==> src/rtl/d_e_pipe_reg.sv <==
// D/E pipeline register of the P7 five-stage MIPS core: captures the decoded D bundle,
// inserts a bubble on stall, clears on flush. Optional perf counters: define DE_PERF_CNT_EN.
module d_e_pipe_reg #(
  parameter logic [31:0] RESET_PC = 32'h0000_3000,
  parameter logic [31:0] FLUSH_PC = 32'h0000_4180
) (
  input  logic        clk,
  input  logic        reset,
  input  logic        stall,
  input  logic        flush,
  input  logic [31:0] D_PC,
  input  logic [31:0] D_instr,
  input  logic [31:0] D_imm32,
  input  logic [31:0] D_rs_data,
  input  logic [31:0] D_rt_data,
  input  logic [4:0]  D_excCode,
  input  logic        D_BD,
  output logic [31:0] E_PC,
  output logic [31:0] E_instr,
  output logic [31:0] E_imm32,
  output logic [31:0] E_rs_data,
  output logic [31:0] E_rt_data,
  output logic [4:0]  E_excCode,
  output logic        E_BD,
  output logic        E_valid,
  output logic [31:0] bubble_cnt,
  output logic [31:0] flush_cnt
);

  // NOTE: sequential state uses non-blocking assignments so every flop samples
  // pre-edge values; blocking here would create order-dependent simulation.
  always_ff @(posedge clk or negedge reset) begin
    if (!reset) begin
      E_PC      <= RESET_PC;
      E_instr   <= '0;
      E_imm32   <= '0;
      E_rs_data <= '0;
      E_rt_data <= '0;
      E_excCode <= '0;
      E_BD      <= 1'b0;
      E_valid   <= 1'b0;
    end else if (flush) begin
      E_PC      <= FLUSH_PC;
      E_instr   <= '0;
      E_imm32   <= '0;
      E_rs_data <= '0;
      E_rt_data <= '0;
      E_excCode <= '0;
      E_BD      <= 1'b0;
      E_valid   <= 1'b0;
    end else if (stall) begin
      // Bubble keeps PC/BD of the held instruction so an interrupt on it reports exactly.
      E_PC      <= D_PC;
      E_instr   <= '0;
      E_imm32   <= '0;
      E_rs_data <= '0;
      E_rt_data <= '0;
      E_excCode <= '0;
      E_BD      <= D_BD;
      E_valid   <= 1'b0;
    end else begin
      E_PC      <= D_PC;
      E_instr   <= D_instr;
      E_imm32   <= D_imm32;
      E_rs_data <= D_rs_data;
      E_rt_data <= D_rt_data;
      E_excCode <= D_excCode;
      E_BD      <= D_BD;
      E_valid   <= 1'b1;
    end
  end

`ifdef DE_PERF_CNT_EN
  logic [31:0] bubble_cnt_r;
  logic [31:0] flush_cnt_r;

  // Counters wrap silently at 32 bits; flush has priority so a flushed stall is not a bubble.
  always_ff @(posedge clk or negedge reset) begin
    if (!reset) begin
      bubble_cnt_r <= '0;
      flush_cnt_r  <= '0;
    end else begin
      if (flush)
        flush_cnt_r <= flush_cnt_r + 32'd1;
      else if (stall)
        bubble_cnt_r <= bubble_cnt_r + 32'd1;
    end
  end

  assign bubble_cnt = bubble_cnt_r;
  assign flush_cnt  = flush_cnt_r;
`else
  assign bubble_cnt = 32'h0;
  assign flush_cnt  = 32'h0;
`endif

endmodule
==> config.mk <==
export PLATFORM = sky130hd
export DESIGN_NAME = d_e_pipe_reg
export DESIGN_NICKNAME = d
export VERILOG_FILES = /design/src/rtl/d_e_pipe_reg.sv
export SDC_FILE = /design/constraint.sdc
export NUM_CORES = 1
export LEC_CHECK = 0
export ABC_AREA = 1
export BUFFER_PORTS_ARGS = -buffer_cell sky130_fd_sc_hd__clkbuf_2
export CORE_AREA = 2 2 155 157
export CTS_CLUSTER_SIZE = 8
export DETAILED_ROUTE_END_ITERATION = 12
export DIE_AREA = 0 0 157 159
export GPL_ROUTABILITY_DRIVEN = 0
export PLACE_DENSITY_LB_ADDON = 0.15
export SYNTH_ARGS = -nofsm -noshare
export SYNTH_HDL_FRONTEND = slang
export SYNTH_SLANG_ARGS = --single-unit
==> constraint.sdc <==
create_clock -name clk -period 0.8 [get_ports clk]
set_input_delay 0.2 -clock clk [delete_from_list [all_inputs] [get_ports clk]]
set_output_delay 0.2 -clock clk [all_outputs]
set_load 0.03 [all_outputs]
==> out/metrics.csv, run 1 <==
stage,metric,value,unit
critical_path,CP peak stage delay,550,ps
final_layout,layout cells sized above 1,36.3,%
die,num rows,56,
job,Max-Cap Viols,0,
timing,minimum clock period,1280,ps
yosys,yosys warns,0,
timing,# setup viols final,167,
drt,final antenna-violating net count,0,
drt,# DRC,0,
critical_path,Worst EP arrival,1080,ps
die,Initial Util,26.4,%
outcome,failing checks,negative setup slack,
min_path,HP Class,in -> reg,
drt,Starting DRT DRC Count,172,
clock_tree,clock sinks,167,
final_layout,"commonest non-fill, non-tap cells in the layout","166 x clkbuf_2, 165 x dfrtp_1, 165 x dlygate4sd3_1, 165 x buf_8, 164 x nor2_1",
drt,Vias,5684,
placed_design,IO Port Bufs,336,
yosys,Synth Register Bits,167,
critical_path,Worst Setup Path Type,reg -> out,
global_routing,Total GRT Usage,16.0,%
power,Max VDD drop,1.24,mV
die,I/O pin count,401,
power,power density cells,1830,nW/µm²
power,total power,22.4,mW
die,DIE WIDTH,157,µm
yosys,Yosys cell types,11,
timing,RSZ-0062 raised after global routing,true,
yosys,Avg Inst Size Synth,10.3,µm²
clock_tree,cts bufs inserted,17,
placed_design,pre-CTS setup slack,-179,ps
critical_path,WP buf/inv,1,
final_layout,"most common cell after layout, fill and taps aside",clkbuf_2,
drt,DR pass1 iterations,4,
critical_path,CP Cell Sequence,buf_8,
timing,Slew Limit Fails,0,
yosys,register area share after synthesis,68.4,%
global_routing,largest net degree at the start of global routing,43,
critical_path,Crit path max-delay family,flip-flops,
critical_path,CP required,600,ps
global_routing,initial antenna violation count,0,
timing,Final Hold Violating Endpoints,0,
timing,Achievable Freq,778,MHz
global_routing,number of global-route vias before repair,5983,
clock_tree,"Setup Fix Bufs, Post-CTS",0,
critical_path,CP startpoint kind,flop,
drt,via-per-instance ratio,3.91,
clock_tree,CTS tree,yes,
final_layout,Diodes inserted,0,
clock_tree,root buffer cell,clkbuf_16,
die,Die Ht,159,µm
timing,period utilisation layout,161,%
placed_design,hpwl dp,13.6,mm
final_layout,final net count,1293,
critical_path,Max Fanout on Critical Path,1,
timing,Post-Route Hold Slack,86.9,ps
global_routing,global-route wire length before repair,31.0,mm
clock_tree,CTS max path bufs,2,
die,Std-Cell Core Area,23200,µm²
die,die area,25000,µm²
final_layout,Syn-to-layout area delta,100,%
critical_path,CP max-delay cell,dfstp_2,
clock_tree,H-tree levels,4,
yosys,Mapped Cells,596,
outcome,result of the run,finished with violations,
drt,final WL,20.6,mm
yosys,Post-Syn Area,6110,µm²
drt,Avg WL per Cell,14.1,µm
timing,post-route setup slack,-485,ps
global_routing,grt ovf,0,
clock_tree,Worst-path clk slew,70,ps
power,Lkg Pwr,6.43,nW
critical_path,Worst setup EP type,output pin,
## final cells by class
| type | instances | area, µm² |
|---|---|---|
| clock buffers | 18 | 429 |
| clock inverters | 14 | 216 |
| fillers | 1988 | 10900 |
| inverters | 31 | 119 |
| multi-input cells | 364 | 1370 |
| flip-flops and latches | 167 | 4180 |
| well taps | 319 | 399 |
| repair buffers | 542 | 5530 |
## metrics by stage
| step | cell area, µm² | utilization [%] | instances | TNS (ps) |
|---|---|---|---|---|
| 6_report | 12300 | 52.8 | 1455 | -58140 |
| 3_5_place_dp | 8260 | 35.6 | 1257 | -18070 |
| 4_1_cts | 12000 | 51.9 | 1456 | -63020 |
| 2_1_floorplan | 6360 | - | 659 | -65.1 |
| 5_1_grt | 12300 | 52.8 | 1455 | -66030 |
| 3_3_place_gp | 8260 | 35.6 | 1257 | -16010 |
## cells in the mapped netlist, drive strengths merged
library cell | instances | area share (%)
dfstp | 2 | 0.86
nand2 | 133 | 8.2
or2 | 3 | 0.31
nor2 | 164 | 10
dfrtp | 165 | 68
inv | 31 | 1.9
conb | 1 | 0.061
buf | 97 | 11
## timing repair
item                       CTS  global route
setup endpoints to repair  167           170
hold endpoints to repair   331             0
hold buffers               167             0
resized for setup          334           167
pin swaps                    0             0
## where the power goes
| group | internal [mW] | leakage [nW] | switching [mW] | total, mW |
|---|---|---|---|---|
| sequential | 8.79 | 2.21 | 0.239 | 9.03 |
| combinational | 2.10 | 3.90 | 2.22 | 4.33 |
| clock | 5.35 | 0.316 | 3.73 | 9.08 |
| total | 16.2 | 6.43 | 6.19 | 22.4 |
## cells by family after synthesis
logic type / after synthesis / share of synthesized area [%]
buffers and inverters: 128 / 13.0
AND/OR/NAND/NOR: 300 / 18.5
flip-flops: 167 / 68.4
other: 1 / 0.0613
## path summary, 6_finish.rpt
check,from,endpoint,cells after the start
max in group asynchronous,reset,E_PC[13],3
max,E_PC[13],E_PC[13],1
min,stall,E_valid,3
min in group asynchronous,reset,E_instr[5],2
## flip-flops by register name, summed over array words and instances (netlist names)
register / flops
E_PC: 32
E_instr: 32
E_imm32: 32
E_excCode: 5
E_BD: 1
E_valid: 1
E_rt_data: 32
E_rs_data: 32
## metal layers
layer	GRT usage [%]	vias up	wire length, µm
met5	0	-	0
met4	4.59	0	318
met3	5.14	24	1830
met2	28.2	289	10600
met1	18.4	2696	7830
li1	-	2675	-
Power figures use the tool's default switching activity.
==> run 2, diff against run 1 <==
--- a/config.mk
+++ b/config.mk
@@ -12,7 +12,7 @@
 export DETAILED_ROUTE_END_ITERATION = 12
 export DIE_AREA = 0 0 157 159
 export GPL_ROUTABILITY_DRIVEN = 0
-export PLACE_DENSITY_LB_ADDON = 0.15
+export PLACE_DENSITY_LB_ADDON = 0.25
 export SYNTH_ARGS = -nofsm -noshare
 export SYNTH_HDL_FRONTEND = slang
 export SYNTH_SLANG_ARGS = --single-unit
==> run 2 against run 1 <==
The flow still finishes with violations (negative setup slack). Sequential share of layout area up 0.78 points. Critical path depth unchanged. Maximum frequency about the same. First-iteration DRC count up 63%. Cell area down 2.2%. Non-clock buffer count down 17. Via count down 2.0%. Global-route usage up 0.24 points. Setup slack about the same. Die area unchanged. Sequential power about the same. Utilization down 1.2 points. Critical endpoint is now E_PC[12]. Highest routed layer is now met5.
==> out/metrics.csv, run 2 (synthesis gave the netlist of run 1 again) <==
stage,metric,value,unit
clock_tree,cts bufs inserted,17,
clock_tree,CTS tree,yes,
drt,final WL,20.5,mm
critical_path,CP max-delay cell,dfstp_2,
power,switching share of power,29.7,%
critical_path,CP peak stage delay,540,ps
timing,# setup viols final,167,
drt,DR pass1 iterations,4,
die,die area,25000,µm²
clock_tree,Worst-path clk slew,80,ps
critical_path,Worst setup EP type,output pin,
final_layout,Filler cells,1993,
global_routing,Total GRT Usage,16.2,%
timing,Slew Limit Fails,0,
final_layout,"commonest non-fill, non-tap cells in the layout","167 x clkbuf_2, 167 x buf_8, 166 x dlygate4sd3_1",
min_path,hold wc startpoint,D_rs_data[6],
power,combinational share of power,19.7,%
final_layout,Multi-input gate area,1370,µm²
outcome,failing checks,negative setup slack,
critical_path,Worst EP arrival,1080,ps
clock_tree,clock sinks,167,
power,Max VDD drop,1.07,mV
critical_path,Crit path max-delay family,flip-flops,
min_path,Hold Path Cell Cnt,3,
final_layout,Diodes inserted,0,
timing,minimum clock period,1280,ps
power,power density cells,1790,nW/µm²
clock_tree,root buffer cell,clkbuf_16,
global_routing,grt ovf,0,
critical_path,CP Cell Sequence,buf_8,
timing,period utilisation layout,161,%
die,num rows,56,
clock_tree,"Setup Fix Bufs, Post-CTS",0,
power,sequential power share,42.1,%
power,Lkg Pwr,6.27,nW
die,DIE WIDTH,157,µm
critical_path,CP required,600,ps
final_layout,layout cells sized above 1,35.5,%
power,Cell Int Power,15.1,mW
die,I/O pin count,401,
final_layout,final net count,1276,
timing,Achievable Freq,779,MHz
global_routing,number of global-route vias before repair,6053,
final_layout,Syn-to-layout area delta,95.9,%
power,Clk pwr share,38.2,%
final_layout,Final Instance Area,12000,µm²
final_layout,Final Non-Filler Cells,1438,
clock_tree,H-tree levels,4,
die,Std-Cell Core Area,23200,µm²
critical_path,WP buf/inv,1,
placed_design,post-place instance area,8050,µm²
drt,via-per-instance ratio,3.88,
placed_design,placed insts,1240,
global_routing,initial antenna violation count,1,
timing,RSZ-0062 raised after global routing,true,
power,Psw,6.35,mW
critical_path,Max Fanout on Critical Path,1,
placed_design,hpwl dp,13.2,mm
critical_path,Worst Setup Path Type,reg -> out,
global_routing,largest net degree at the start of global routing,52,
drt,Avg WL per Cell,14.3,µm
drt,final antenna-violating net count,0,
critical_path,critical path startpoint,E_PC[12],
min_path,HP Class,in -> reg,
job,Max-Cap Viols,0,
die,Initial Util,26.4,%
placed_design,IO Port Bufs,336,
clock_tree,CTS max path bufs,2,
drt,Vias,5573,
timing,post-route setup slack,-484,ps
final_layout,Seq. cell area,4180,µm²
drt,Starting DRT DRC Count,281,
global_routing,global-route wire length before repair,31.4,mm
timing,Final Hold Violating Endpoints,0,
drt,# DRC,0,
die,Die Ht,159,µm
critical_path,CP startpoint kind,flop,
outcome,result of the run,finished with violations,
min_path,Hold Path End,E_rs_data[6],
run 2: cell types whose count changed in the layout (fill, tap and decap cells not counted), moves of 2 or more:
cell | before | now
buf_4 | 25 | 14
buf_12 | 16 | 9
bufinv_16 | 4 | 0
inv_8 | 2 | 5
buf_8 | 165 | 167
dlymetal6s4s_1 | 2 | 0
run 2: cell type report:
cell class	count	share of cell area, %
repair buffers	525	44.4
flip-flops and latches	167	34.9
multi-input cells	364	11.5
clock buffers	18	3.67
well taps	319	3.33
clock inverters	14	1.25
inverters	31	0.993
run 2: what timing repair did:
item | 4_1_cts | 5_1_grt
endpoints found under the setup margin | 167 | 167
cloned | 0 | 0
resized for setup | 334 | 167
hold endpoints to repair | 330 | 0
hold buffers | 166 | 0
pin swaps | 0 | 0
run 2: per-layer routing:
layer	GRT usage, %	routed length [µm]	share of wire (%)	vias up
met5	0	13	0.063	-
met4	4.84	337	1.6	2
met3	5.23	1710	8.3	23
met2	30.3	11100	54	287
met1	17.1	7370	36	2626
li1	-	-	-	2635
run 2: metrics by stage:
step                util, %  setup slack [ps]  hold WS [ps]  power, mW  setup TNS [ps]
floorplan                 -             -21.7         -95.6       10.9           -65.1
global placement       34.7              -119          61.5       11.9          -12500
finish                 51.6              -484          41.6       21.4          -59000
detailed placement     34.7              -155          68.8       11.9          -13440
CTS                    50.7              -523          3.48       21.5          -63230
global route           51.6              -530          24.4       22.4          -66480
run 2: worst max path at each step:
stage	end	slack [ps]	cells after the start
3_3_place_gp	E_rt_data[25]	-120	5
5_1_grt	E_PC[13]	-530	1
3_5_place_dp	E_rs_data[1]	-160	5
6_report	E_PC[12]	-480	1
4_1_cts	E_PC[12]	-520	1
2_1_floorplan	E_PC[14]	-20	3
run 2: tightest hold or removal path, stage by stage:
cell	delay, ps
clkbuf_2	110
nand2_1	70
nor2_1	40
run 2: power groups by stage:
| stage | Clock, mW | Sequential, mW | Combinational (mW) |
|---|---|---|---|
| 2_1_floorplan | 0 | 9.76 | 1.17 |
| 3_3_place_gp | 0 | 9.03 | 2.86 |
| 3_5_place_dp | 0 | 9.04 | 2.88 |
| 4_1_cts | 8.51 | 8.93 | 4.06 |
| 5_1_grt | 8.88 | 9.06 | 4.50 |
| 6_report | 8.18 | 9.03 | 4.21 |
==> run 3, diff against run 2 <==
--- a/config.mk
+++ b/config.mk
@@ -5,12 +5,11 @@
 export SDC_FILE = /design/constraint.sdc
 export NUM_CORES = 1
 export LEC_CHECK = 0
-export ABC_AREA = 1
 export BUFFER_PORTS_ARGS = -buffer_cell sky130_fd_sc_hd__clkbuf_2
-export CORE_AREA = 2 2 155 157
+export CORE_AREA = 2 2 156 158
 export CTS_CLUSTER_SIZE = 8
 export DETAILED_ROUTE_END_ITERATION = 12
-export DIE_AREA = 0 0 157 159
+export DIE_AREA = 0 0 158 160
 export GPL_ROUTABILITY_DRIVEN = 0
 export PLACE_DENSITY_LB_ADDON = 0.25
 export SYNTH_ARGS = -nofsm -noshare
==> run 3 against run 2 <==
The run still ends with negative setup slack left. Clock-buffer cell count shrank 1. Global-route usage shrank 1.3 points. Hold slack lost 18 ps. Synthesized cell count shrank 28%. Utilization shrank 2.9 points. Synthesized area grew 4.5%. First-iteration DRC count shrank 30%. Die area grew 1.3%. Clock power shrank 1%. Via count shrank 14%. Setup slack gained 1.0 ps. Highest routed layer unchanged.
==> out/metrics.csv, run 3 <==
stage,metric,value,unit
global_routing,global-route wire length before repair,28.7,mm
clock_tree,clock sinks,167,
yosys,mux cell area share after synthesis,0,%
final_layout,"commonest non-fill, non-tap cells in the layout","166 x clkbuf_2, 165 x dfrtp_1, 165 x buf_8",
min_path,hold wc startpoint,D_excCode[3],
yosys,ys async rst share,100,%
yosys,Yosys cell types,12,
power,Lkg Pwr,5.59,nW
critical_path,Worst Setup Path Type,reg -> out,
drt,# DRC,0,
critical_path,CP Cell Sequence,buf_8,
critical_path,CP max-delay cell,dfstp_2,
global_routing,largest net degree at the start of global routing,62,
global_routing,grt ovf,0,
yosys,simple-gate area share of the yosys netlist,23.5,%
yosys,yosys warns,0,
clock_tree,CTS tree,yes,
yosys,Synth Register Bits,167,
critical_path,WP buf/inv,1,
power,Psw,6.22,mW
critical_path,Worst EP arrival,1080,ps
clock_tree,CTS max path bufs,2,
power,Clk pwr share,38.3,%
final_layout,Final Util,48.8,%
global_routing,Total GRT Usage,14.9,%
clock_tree,Worst-path clk slew,70,ps
yosys,Synth area leader,dfrtp_1,
yosys,top cell type's share of synthesized area,64.6,%
clock_tree,root buffer cell,clkbuf_16,
yosys,largest family of logic cells by synthesized area,simple AND/OR/NAND/NOR gates,
power,switching share of power,29.4,%
power,power density cells,1820,nW/µm²
yosys,commonest cells in the netlist,"165 x dfrtp_1, 74 x nor3b_1, 70 x buf_4",
drt,DR pass1 iterations,4,
die,I/O pin count,401,
die,num rows,57,
die,Initial Util,26.8,%
timing,Slew Limit Fails,0,
critical_path,CP startpoint kind,flop,
final_layout,Syn-to-layout area delta,81.8,%
min_path,Hold Path End,E_excCode[3],
critical_path,CP required,600,ps
placed_design,IO Port Bufs,336,
timing,minimum clock period,1280,ps
timing,Final Hold Violating Endpoints,0,
global_routing,initial antenna violation count,1,
outcome,result of the run,finished with violations,
min_path,HP Class,in -> reg,
drt,Avg WL per Cell,16.1,µm
outcome,failing checks,negative setup slack,
final_layout,"most common cell after layout, fill and taps aside",clkbuf_2,
yosys,Post-Syn Area,6390,µm²
critical_path,critical path startpoint,E_PC[13],
critical_path,Worst setup EP type,output pin,
die,Die Ht,160,µm
placed_design,pre-CTS setup slack,-167,ps
clock_tree,"Setup Fix Bufs, Post-CTS",0,
drt,Vias,4783,
yosys,register area share after synthesis,65.5,%
min_path,Hold Path Cell Cnt,2,
drt,final WL,19.6,mm
yosys,number of synthesized flops with an enable pin,0,
clock_tree,cts bufs inserted,17,
timing,period utilisation layout,160,%
final_layout,Diodes inserted,0,
yosys,XOR/XNOR Fraction of Synth Area,0,%
power,Max VDD drop,1.07,mV
die,DIE WIDTH,158,µm
yosys,Adder-Cell Fraction of Synth Area,0,%
critical_path,Max Fanout on Critical Path,1,
die,Std-Cell Core Area,23800,µm²
power,sequential power share,42.8,%
drt,Starting DRT DRC Count,196,
timing,post-route setup slack,-483,ps
power,Cell Int Power,14.9,mW
critical_path,Crit. path cell count,1,
timing,# setup viols final,167,
yosys,"top cells by area, synth","dfrtp_1 65%, nor3b_2 12%, nor3b_1 8.7%",
yosys,Mapped Cells,432,
timing,setup TNS,-58700,ps
timing,Achievable Freq,779,MHz
yosys,ys flop type,dfrtp_1,
power,combinational share of power,18.9,%
clock_tree,H-tree levels,4,
global_routing,number of global-route vias before repair,5297,
critical_path,CP peak stage delay,540,ps
placed_design,hpwl dp,13.0,mm
drt,via-per-instance ratio,3.93,
critical_path,Crit path max-delay family,flip-flops,
yosys,Avg Inst Size Synth,14.8,µm²
die,die area,25300,µm²
yosys,"count leader, synth",dfrtp_1,
job,Max-Cap Viols,0,
final_layout,layout cells sized above 1,51.6,%
timing,RSZ-0062 raised after global routing,true,
drt,final antenna-violating net count,0,
final_layout,Filler cells,2082,
yosys,post-synthesis compound-gate area fraction,0,%
final_layout,final net count,1051,
-- run 3: cell types whose count changed in the layout (fill, tap and decap cells not counted), sizes merged, moves of 30 or more --
cell         change
nor2b           +30
inv             -32
dlygate4sd3     -68
nor2           -163
nand2          -133
nor3b          +133
-- run 3: cell families after synthesis --
logic type             count (synthesis)
other                                  1
and+or+nand+nor                      167
DFF                                  167
buffers and inverters                 97
-- run 3: worst max-delay path by stage --
stage                       end  slack, ps
floorplan           E_imm32[12]        -10
global placement    E_instr[25]       -160
detailed placement   E_instr[1]       -170
CTS                    E_PC[13]       -530
global route           E_PC[13]       -520
finish                 E_PC[13]       -480
-- run 3: what timing repair did --
action | 4_1_cts | 5_1_grt
endpoints found under the hold margin | 264 | 0
hold buffers | 99 | 0
gates resized for setup | 334 | 166
endpoints found under the setup margin | 167 | 168
-- run 3: area by class of cell --
cell class	count	area [µm²]	area share [%]
clock buffer	17	425	3.66
tap	324	405	3.49
sequential	167	4180	36.0
clock inverter	15	155	1.34
multi-input combinational	231	1740	15.0
timing repair buffer	464	4710	40.5
-- run 3: power groups by stage --
stage	logic [mW]	clock network (mW)	registers [mW]
final	4.00	8.09	9.03
after global routing	4.23	8.73	9.06
after CTS	3.85	8.34	8.93
after detailed placement	2.93	0	9.04
after global placement	2.94	0	9.04
after floorplan	1.27	0	9.76
-- run 3: metrics by stage --
| stage | cell area (µm²) | instances | hold slack (ps) | power, mW |
|---|---|---|---|---|
| after floorplan | 6640 | 495 | -95.6 | 11.0 |
| after global placement | 8370 | 1087 | 4.44 | 12.0 |
| after detailed placement | 8370 | 1087 | 3.53 | 12.0 |
| after CTS | 11400 | 1218 | 0.301 | 21.1 |
| after global routing | 11600 | 1218 | 4.12 | 22.0 |
| final | 11600 | 1218 | 23.6 | 21.1 |
-- run 3: metal layers --
layer | track usage (%) | share of wire, %
met4 | 5.53 | 1.9
met5 | 0 | 0.041
met3 | 4.10 | 8.2
met2 | 27.5 | 54
met1 | 16.1 | 36
